[config.mk]
export PLATFORM = sky130hd
export DESIGN_NAME = enigma_step_ctrl
export DESIGN_NICKNAME = d
export VERILOG_FILES = /design/src/rtl/enigma_step_ctrl.sv
export SDC_FILE = /design/constraint.sdc
export NUM_CORES = 1
export LEC_CHECK = 0
export ABC_AREA = 1
export CAP_MARGIN = 20
export CORE_UTILIZATION = 45
export DETAILED_ROUTE_END_ITERATION = 10
export PLACE_DENSITY_LB_ADDON = 0.3
export SETUP_SLACK_MARGIN = 0.5
export SLEW_MARGIN = 20
export SYNTH_ARGS = -nofsm -noshare
export SYNTH_HDL_FRONTEND = slang
export SYNTH_SLANG_ARGS = --single-unit
[constraint.sdc]
create_clock -name clk -period 3.2 [get_ports clk]
set_input_delay 0.64 -clock clk [delete_from_list [all_inputs] [get_ports clk]]
set_output_delay 0.64 -clock clk [all_outputs]
set_load 0.01 [all_outputs]
[src/rtl/enigma_step_ctrl.sv]
// enigma_step_ctrl
// Holds the three rotor positions, applies Enigma stepping (with the
// double-step anomaly) per accepted keypress and walks one shared rotor
// lookup through rotors 1, 2 and 3. Valid/ready handshakes on both sides.
module enigma_step_ctrl #(
    parameter logic [4:0] NOTCH1 = 5'd16,
    parameter logic [4:0] NOTCH2 = 5'd4
) (
    input  logic       clk,
    input  logic       rst_n,
    input  logic       in_valid_i,
    input  logic [4:0] in_letter_i,
    output logic       in_ready_o,
    output logic       out_valid_o,
    output logic [4:0] out_letter_o,
    output logic       out_err_o,
    input  logic       out_ready_i,
    input  logic       cfg_load_i,
    input  logic [4:0] cfg_pos1_i,
    input  logic [4:0] cfg_pos2_i,
    input  logic [4:0] cfg_pos3_i,
    output logic [4:0] pos1_o,
    output logic [4:0] pos2_o,
    output logic [4:0] pos3_o,
    output logic       lu_en_o,
    output logic [1:0] lu_sel_o,
    output logic [4:0] lu_in_o,
    output logic [4:0] lu_rot_o,
    input  logic [4:0] lu_out_i
);

    typedef enum logic [2:0] {
        IDLE = 3'd0,
        STEP = 3'd1,
        F1   = 3'd2,
        F2   = 3'd3,
        F3   = 3'd4,
        DONE = 3'd5
    } state_t;

    state_t     state_q, state_d;
    logic [4:0] pos1_q, pos1_d, pos2_q, pos2_d, pos3_q, pos3_d;
    logic [4:0] letter_q, letter_d;
    logic       out_valid_q, out_valid_d;
    logic [4:0] out_letter_q, out_letter_d;
    logic       out_err_q, out_err_d;
    logic       lu_en_q, lu_en_d;
    logic [1:0] lu_sel_q, lu_sel_d;
    logic [4:0] lu_in_q, lu_in_d;
    logic [4:0] lu_rot_q, lu_rot_d;
    logic       carry2_s, carry3_s;
    logic [4:0] pos1_step_s;

    // (v + 1) mod 26 using a 6-bit intermediate and compare-subtract
    function automatic logic [4:0] inc26(input logic [4:0] v);
        logic [5:0] s;
        s = {1'b0, v} + 6'd1;
        if (s >= 6'd26) begin
            s = s - 6'd26;
        end else begin
            s = s;
        end
        return s[4:0];
    endfunction

    // Fold configuration values 26..31 back into 0..5
    function automatic logic [4:0] red26(input logic [4:0] v);
        logic [5:0] s;
        s = {1'b0, v};
        if (s >= 6'd26) begin
            s = s - 6'd26;
        end else begin
            s = s;
        end
        return s[4:0];
    endfunction

    // A stage result of 0 represents letter 26
    function automatic logic [4:0] fix26(input logic [4:0] v);
        return (v == 5'd0) ? 5'd26 : v;
    endfunction

    // Letter codes 1..26 are legal, everything else is an error
    function automatic logic letter_ok(input logic [4:0] v);
        return (v >= 5'd1) && (v <= 5'd26);
    endfunction

    assign carry2_s    = (pos1_q == NOTCH1) || (pos2_q == NOTCH2);
    assign carry3_s    = (pos2_q == NOTCH2);
    assign pos1_step_s = inc26(pos1_q);

    assign in_ready_o   = (state_q == IDLE) && !cfg_load_i;
    assign out_valid_o  = out_valid_q;
    assign out_letter_o = out_letter_q;
    assign out_err_o    = out_err_q;
    assign pos1_o       = pos1_q;
    assign pos2_o       = pos2_q;
    assign pos3_o       = pos3_q;
    assign lu_en_o      = lu_en_q;
    assign lu_sel_o     = lu_sel_q;
    assign lu_in_o      = lu_in_q;
    assign lu_rot_o     = lu_rot_q;

    // Next-state and next-output logic; lookup port values are prepared one
    // cycle ahead so they leave the block straight from registers
    always_comb begin
        state_d      = state_q;
        pos1_d       = pos1_q;
        pos2_d       = pos2_q;
        pos3_d       = pos3_q;
        letter_d     = letter_q;
        out_valid_d  = out_valid_q;
        out_letter_d = out_letter_q;
        out_err_d    = out_err_q;
        lu_en_d      = 1'b0;
        lu_sel_d     = 2'd0;
        lu_in_d      = 5'd0;
        lu_rot_d     = 5'd0;
        case (state_q)
            IDLE: begin
                if (cfg_load_i) begin
                    pos1_d = red26(cfg_pos1_i);
                    pos2_d = red26(cfg_pos2_i);
                    pos3_d = red26(cfg_pos3_i);
                end else if (in_valid_i) begin
                    letter_d = in_letter_i;
                    state_d  = STEP;
                end else begin
                    state_d = IDLE;
                end
            end
            STEP: begin
                if (letter_ok(letter_q)) begin
                    pos1_d   = pos1_step_s;
                    pos2_d   = carry2_s ? inc26(pos2_q) : pos2_q;
                    pos3_d   = carry3_s ? inc26(pos3_q) : pos3_q;
                    lu_en_d  = 1'b1;
                    lu_sel_d = 2'd0;
                    lu_in_d  = letter_q;
                    lu_rot_d = pos1_step_s;
                    state_d  = F1;
                end else begin
                    out_valid_d  = 1'b1;
                    out_letter_d = 5'd0;
                    out_err_d    = 1'b1;
                    state_d      = DONE;
                end
            end
            F1: begin
                lu_en_d  = 1'b1;
                lu_sel_d = 2'd1;
                lu_in_d  = fix26(lu_out_i);
                lu_rot_d = pos2_q;
                state_d  = F2;
            end
            F2: begin
                lu_en_d  = 1'b1;
                lu_sel_d = 2'd2;
                lu_in_d  = fix26(lu_out_i);
                lu_rot_d = pos3_q;
                state_d  = F3;
            end
            F3: begin
                out_valid_d  = 1'b1;
                out_letter_d = fix26(lu_out_i);
                out_err_d    = 1'b0;
                state_d      = DONE;
            end
            DONE: begin
                if (out_ready_i) begin
                    out_valid_d = 1'b0;
                    state_d     = IDLE;
                end else begin
                    state_d = DONE;
                end
            end
            default: begin
                state_d = IDLE;
            end
        endcase
    end

    // State, position and output registers
    always_ff @(posedge clk or negedge rst_n) begin
        if (!rst_n) begin
            state_q      <= IDLE;
            pos1_q       <= 5'd0;
            pos2_q       <= 5'd0;
            pos3_q       <= 5'd0;
            letter_q     <= 5'd0;
            out_valid_q  <= 1'b0;
            out_letter_q <= 5'd0;
            out_err_q    <= 1'b0;
            lu_en_q      <= 1'b0;
            lu_sel_q     <= 2'd0;
            lu_in_q      <= 5'd0;
            lu_rot_q     <= 5'd0;
        end else begin
            state_q      <= state_d;
            pos1_q       <= pos1_d;
            pos2_q       <= pos2_d;
            pos3_q       <= pos3_d;
            letter_q     <= letter_d;
            out_valid_q  <= out_valid_d;
            out_letter_q <= out_letter_d;
            out_err_q    <= out_err_d;
            lu_en_q      <= lu_en_d;
            lu_sel_q     <= lu_sel_d;
            lu_in_q      <= lu_in_d;
            lu_rot_q     <= lu_rot_d;
        end
    end

endmodule

Word level (Yosys, flattened, before mapping)
Index checks and enable logic that the tools add are counted.
{"block": "op_classes", "n_reduce_logical": 16, "add_sub_neg": 9, "order_cmp": 8, "muxes": 36, "eq_ne": 14, "n_bitwise": 1}
{"op": "$mux W5", "n": 18}
{"op": "$pmux W5 S2", "n": 5}
{"op": "$sub A5 B5 Y5 const B", "n": 6}
{"op": "$add A5 B1 Y6 const B", "n": 3}
{"op": "$ge A6 B5 Y1 const B", "n": 3}
{"op": "$pmux W3 S6", "n": 1}
{"op": "$ge A5 B5 Y1 const B", "n": 3}
{"op": "$pmux W5 S3", "n": 1}
{"op": "$ne A2 B2 Y1 const B", "n": 7}
{"op": "$mux W3", "n": 3}
{"op": "$reduce_and A3 Y1", "n": 3}
{"op": "$reduce_and A4 Y1", "n": 2}
{"op": "$eq A3 B2 Y1 const B", "n": 2}
{"op": "$eq A3 B3 Y1 const B", "n": 2}
{"op": "$eq A5 B3 Y1 const B", "n": 1}
{"op": "$eq A5 B5 Y1 const B", "n": 1}
{"op": "$ge A5 B1 Y1 const B", "n": 1}
{"op": "$le A5 B5 Y1 const B", "n": 1}
{"op": "$logic_not A5 Y1", "n": 1}
{"op": "$mux W1", "n": 4}
{"op": "$pmux W1 S2", "n": 2}
{"op": "$pmux W2 S2", "n": 1}
{"op": "$reduce_bool A2 Y1", "n": 2}
{"op": "$eq A3 B1 Y1 const B", "n": 1}
{"op": "9 further kinds", "n": 10}
{"block": "word_totals", "elab_cells": 96, "register_bits": 43, "input_bits": 30, "out_inout_bits": 36}

Logic depth before layout (Yosys ltp)
{"block": "depth", "word_depth": 6, "ltp_mapped": 12, "depth_no_buf": 12}

Worst setup path before layout
No wires, ideal clock.
{"block": "synth_timing", "kind": "input to register", "start": "input cfg_pos2_i[1]", "end": "register pos2_q[2] (netlist: pos2_o[2])", "path_stages": 8, "t_required_ns": 3.135, "path_buffers": 0, "arrival_time_ns": 1.711, "setup_slack_ns": 1.424, "setup_time_ns": 0.065, "path_cell_list": "inv_1 ha_1 o21ai_0 nand2_1 or2_2 a21oi_1 nand2_1 nand2_1"}
{"block": "synth_between", "elab_chain_cells": 4, "word_cells_on_any_way": 5, "cone_classes": "1 x add/sub; 1 x order compare; 3 x mux"}
{"element": "start, declared", "line_no": "20", "source": "input logic [4:0] cfg_pos2_i,"}
{"element": "$sub A5 B5 Y5 or $ge A5 B5 Y1 (tied branches)", "line_no": "71, 70"}
{"element": "$mux W5 *", "line_no": "70", "source": "if (s >= 6'd26) begin"}
{"element": "$mux W5 *", "line_no": "121", "source": "if (cfg_load_i) begin"}
{"element": "$pmux W5 S2 *", "line_no": "119", "source": "case (state_q)"}
{"element": "end signal, assigned", "line_no": "201", "source": "pos2_q <= pos2_d;"}
{"element": "end, declared", "line_no": "42", "source": "logic [4:0] pos1_q, pos1_d, pos2_q, pos2_d, pos3_q, pos3_d;"}
Every way passes the cells marked *; elsewhere a longest branch is shown, timed or not. The select of a mux whose other input is x is not followed.
A chain may end at the register's enable or synchronous reset.

Worst setup path after layout
{"block": "layout_timing", "start": "input cfg_load_i", "end": "output in_ready_o"}
{"block": "layout_between", "elab_chain_cells": 2}
{"element": "start, declared", "line_no": "18", "source": "input logic cfg_load_i,"}
{"element": "$logic_not A1 Y1", "line_no": "92", "source": "assign in_ready_o = (state_q == IDLE) && !cfg_load_i;"}
{"element": "$logic_and A1 B1 Y1", "line_no": "92"}
{"element": "end, declared", "line_no": "13", "source": "output logic in_ready_o,"}
No other way between the ends.

==> impl.org <==
** Setup path
- Kind of critical path :: in -> out
- The largest single stage delay on the critical path is ~600 ps.
- Critical path, cell by cell :: clkdlybuf4s50_1 -> nor4_2 -> clkdlybuf4s50_1
- Data on the critical path is required at its endpoint by 2560 ps.
- On the critical path, the stage with the largest delay is an instance of sky130_fd_sc_hd__clkdlybuf4s50_1.
- Startpoint Class :: primary input
- Element type at the critical path end :: output port
- Along the worst path, the maximum fanout reaches 2.
- Worst path arrival time :: 1930 ps
- The cell that appears most often on the critical path is sky130_fd_sc_hd__clkdlybuf4s50_1.

** Synthesis
- The share of the Yosys chip area taken by registers is 0.3760.
- Count of mapped cells out of synthesis :: 402
- Post-synthesis instance area :: 2861 um2
- The share of synthesized area in the top cell type comes to 0.3760.
- When the netlist entered floorplanning its net count stood at 445.
- For this run, the number of Yosys warnings is 0.
- The netlist uses 31 different library cells.
- By area the synthesized netlist is led by sky130_fd_sc_hd__dfrtp_1 (38%), sky130_fd_sc_hd__nand2_1 (13%), sky130_fd_sc_hd__inv_1 (9.7%).
- Each instance of the synthesized netlist takes up on average 7.118 um2.
- sky130_fd_sc_hd__dfrtp_1 takes more of the synthesized area than any other cell.
- In this run, synthesis produced a sequential element count of 43.

** CTS
- The H-tree was split into 2 levels.
- For this design, the sink count on the clock tree is 43.
- Number of buffers created by CTS :: 5
- Hold bufs inserted after CTS :: 0
- Worst-path clk slew :: 80 ps
- TritonCTS built the clock tree.
- Clock latency on the worst-skew pair :: 290 ps
- CTS placed an instance of sky130_fd_sc_hd__clkbuf_8 at the clock tree root.
- No sink is reached through more buffers than the 2 on the longest clock path.

** STA
- Hold Fails Final Rpt :: 0
- Setup violations remaining at the end of the flow were counted as 0.
- Setup repair after global routing left no endpoint under its margin.
- Across the routed clock network, the largest skew measured is 8.546 ps.
- Post-layout min period :: between 2000 and 3000 ps
- For the pin with the worst max-slew slack, the measured transition is 938.7 ps.
- Total negative setup slack :: 0 ps
- Max-slew violations :: 0
- Final clock period utilization by the worst path :: 0.8023
- In this run the tightest slew margin relative to its limit is 0.3742.
- Setup slack closes at 632.6 ps.
- For this run, the top clock speed supported by timing is between 300 and 400 MHz.

** Route
- Vias per cell :: 5.125
- In this run the remaining antenna-violating nets after routing total 0.
- For this block, the via count after detailed routing is 2788.
- Drt wl/cell :: 12.08 um
- Total wire length after detailed routing :: 6571 um
- Iteration-0 DRC count of the detailed router :: 167
- First-pass detailed-route iteration total :: 4
- Number of remaining DRC errors :: 0

** GRT
- Vias in the first global route :: 2534
- Maximum number of pins on one net before global-route repair :: 44
- Overall routing resource usage :: 0.2127
- The first global-routing pass estimated 11000 um of wire.
- Number of antenna violations at the first check in global routing :: 0
- Overflow left after global routing :: 0

** Job
- The tool flagged a number of max-cap violations equal to 0.

** Finish
- From synthesis to final layout, the design area changed by 28.25%.
- Area of all placed cells without fillers :: 3670 um2
- 0 antenna diodes ended up in the layout.
- Final layout net count :: 511
- Share of cells above drive strength 1 :: 0.07249
- Once layout is complete, the utilization of the core stands at 0.6090.

** Die
- Number of I/O pins :: 66
- From left edge to right edge, the die measures a little over 80 um.
- Initial Utilization :: 0.4749
- Total number of placement rows :: 28
- The core region is roughly 6000 um2.
- Die Span Y :: 81.74 um
- The die covers 6681 um2.

** Pwr
- Worst IR Drop VDD :: 478.6 uV
- Leakage Power :: 1.914 nW
- Power spread over the standard cell area amounts to roughly 950 nW/um2.

** Placement
- Port bufs :: 65
- Total half-perimeter wirelength after legalization and detailed placement :: 5184 um
- Setup WS pre-CTS :: around 530 ps
- Summing all placed instances gives a cell area of 3560 um2.
- At the end of routability-driven placement, the weighted congestion stood at 0.8231.

** Min path
- Hold Crit Class :: in -> async

** Outcome
- Outcome :: finished clean
==> cell usage after synthesis (all sizes together) <==
master	n
buf	6
o31ai	2
nor4	2
xnor2	1
nand3b	3
nor3	2
nand3	47
a22oi	5
inv	79
o211ai	2
xor2	2
nand4	11
dfrtp	43
or2	3
clkbuf	1
ha	13
nor2	24
o21ai	26
nand2	104
o22ai	5
a211oi	1
a21oi	20
==> state kept, by name, indices dropped and copies added, names as in the netlist <==
signal / flops
letter_q: 5
lu_in_o: 5
lu_rot_o: 5
out_letter_o: 5
pos1_o: 5
pos2_o: 5
pos3_o: 5
state_q: 3
lu_sel_o: 2
lu_en_o: 1
out_err_o: 1
out_valid_o: 1
==> through the flow <==
step	power, mW	instances	hold slack, ps
4_1_cts	3.518	544	513.5
5_1_grt	3.865	544	536.9
2_1_floorplan	2.399	402	344.4
6_report	3.500	544	482.7
3_3_place_gp	3.066	536	464.5
3_5_place_dp	3.133	536	494.1
==> kinds of logic after synthesis <==
logic type               synth area share
AND/OR/NAND/NOR                    0.3144
buffers and inverters              0.1207
AO/OA/AOI/OAI                      0.1229
flip-flops                         0.3760
adder cells (fa/ha/maj)           0.05684
XOR/XNOR                         0.009184
==> where the power goes <==
group	switching, mW	leakage (nW)	internal (mW)	total, mW
registers	0.258	0.534	0.790	1.05
logic	1.18	1.33	0.900	2.08
clock network	0.179	0.0505	0.196	0.375
==> placed cells by master (no fill, tap or decap), types with 4 or more instances in the layout <==
| cell type | netlist | routed |
|---|---|---|
| sky130_fd_sc_hd__clkdlybuf4s50_1 | 0 | 64 |
| sky130_fd_sc_hd__inv_1 | 74 | 74 |
| sky130_fd_sc_hd__nor2_1 | 22 | 22 |
| sky130_fd_sc_hd__dfrtp_1 | 43 | 43 |
| sky130_fd_sc_hd__nand4_1 | 11 | 11 |
| sky130_fd_sc_hd__nand2_1 | 100 | 100 |
| sky130_fd_sc_hd__o21ai_0 | 26 | 26 |
| sky130_fd_sc_hd__a21oi_2 | 4 | 4 |
| sky130_fd_sc_hd__nand3_1 | 43 | 43 |
| sky130_fd_sc_hd__a22oi_1 | 5 | 5 |
| sky130_fd_sc_hd__ha_1 | 13 | 13 |
| sky130_fd_sc_hd__inv_2 | 5 | 5 |
| sky130_fd_sc_hd__nand2_2 | 4 | 4 |
| sky130_fd_sc_hd__a21oi_1 | 16 | 16 |
| sky130_fd_sc_hd__o22ai_1 | 5 | 5 |
| sky130_fd_sc_hd__nand3_2 | 4 | 4 |
| sky130_fd_sc_hd__clkbuf_8 | 0 | 7 |
==> critical path, delay by kind of cell <==
kind          cells  cell delay (ps)
simple gates      1              220
buf+inv           2             1070
==> path summary, 6_finish.rpt <==
check,startpoint,end,slack (ps),cells after the start
max,cfg_load_i,in_ready_o,630,3
min,rst_n,pos2_o[2],480,1
max reg2reg,state_q[0],out_valid_o,1140,7
min reg2reg,out_valid_o,out_valid_o,500,2
max in group asynchronous,rst_n,out_valid_o,2130,1
min in group clk,out_valid_o,out_valid_o,500,2
==> final cells by class <==
class	count	area (um2)
Clock buffer	7	96.34
Clock inverter	1	7.507
Fill cell	566	2356
Inverter	79	296.5
Multi-Input combinational cell	273	1446
Sequential cell	43	1076
Tap cell	75	93.84
Timing Repair Buffer	66	653.1
==> metal layers <==
layer,up-vias,wire length [um],global-route usage
li1,1431,-,-
met1,1274,2954,0.2688
met2,78,3194,0.3628
met3,5,366,0.04222
met4,0,56,0.06667
met5,-,0,0
==> timing repair <==
action | 4_1_cts | 5_1_grt
setup buffers | 0 | 0
setup endpoints to repair | 0 | 1
gates resized for setup | 0 | 1
Power figures use the tool's default switching activity.
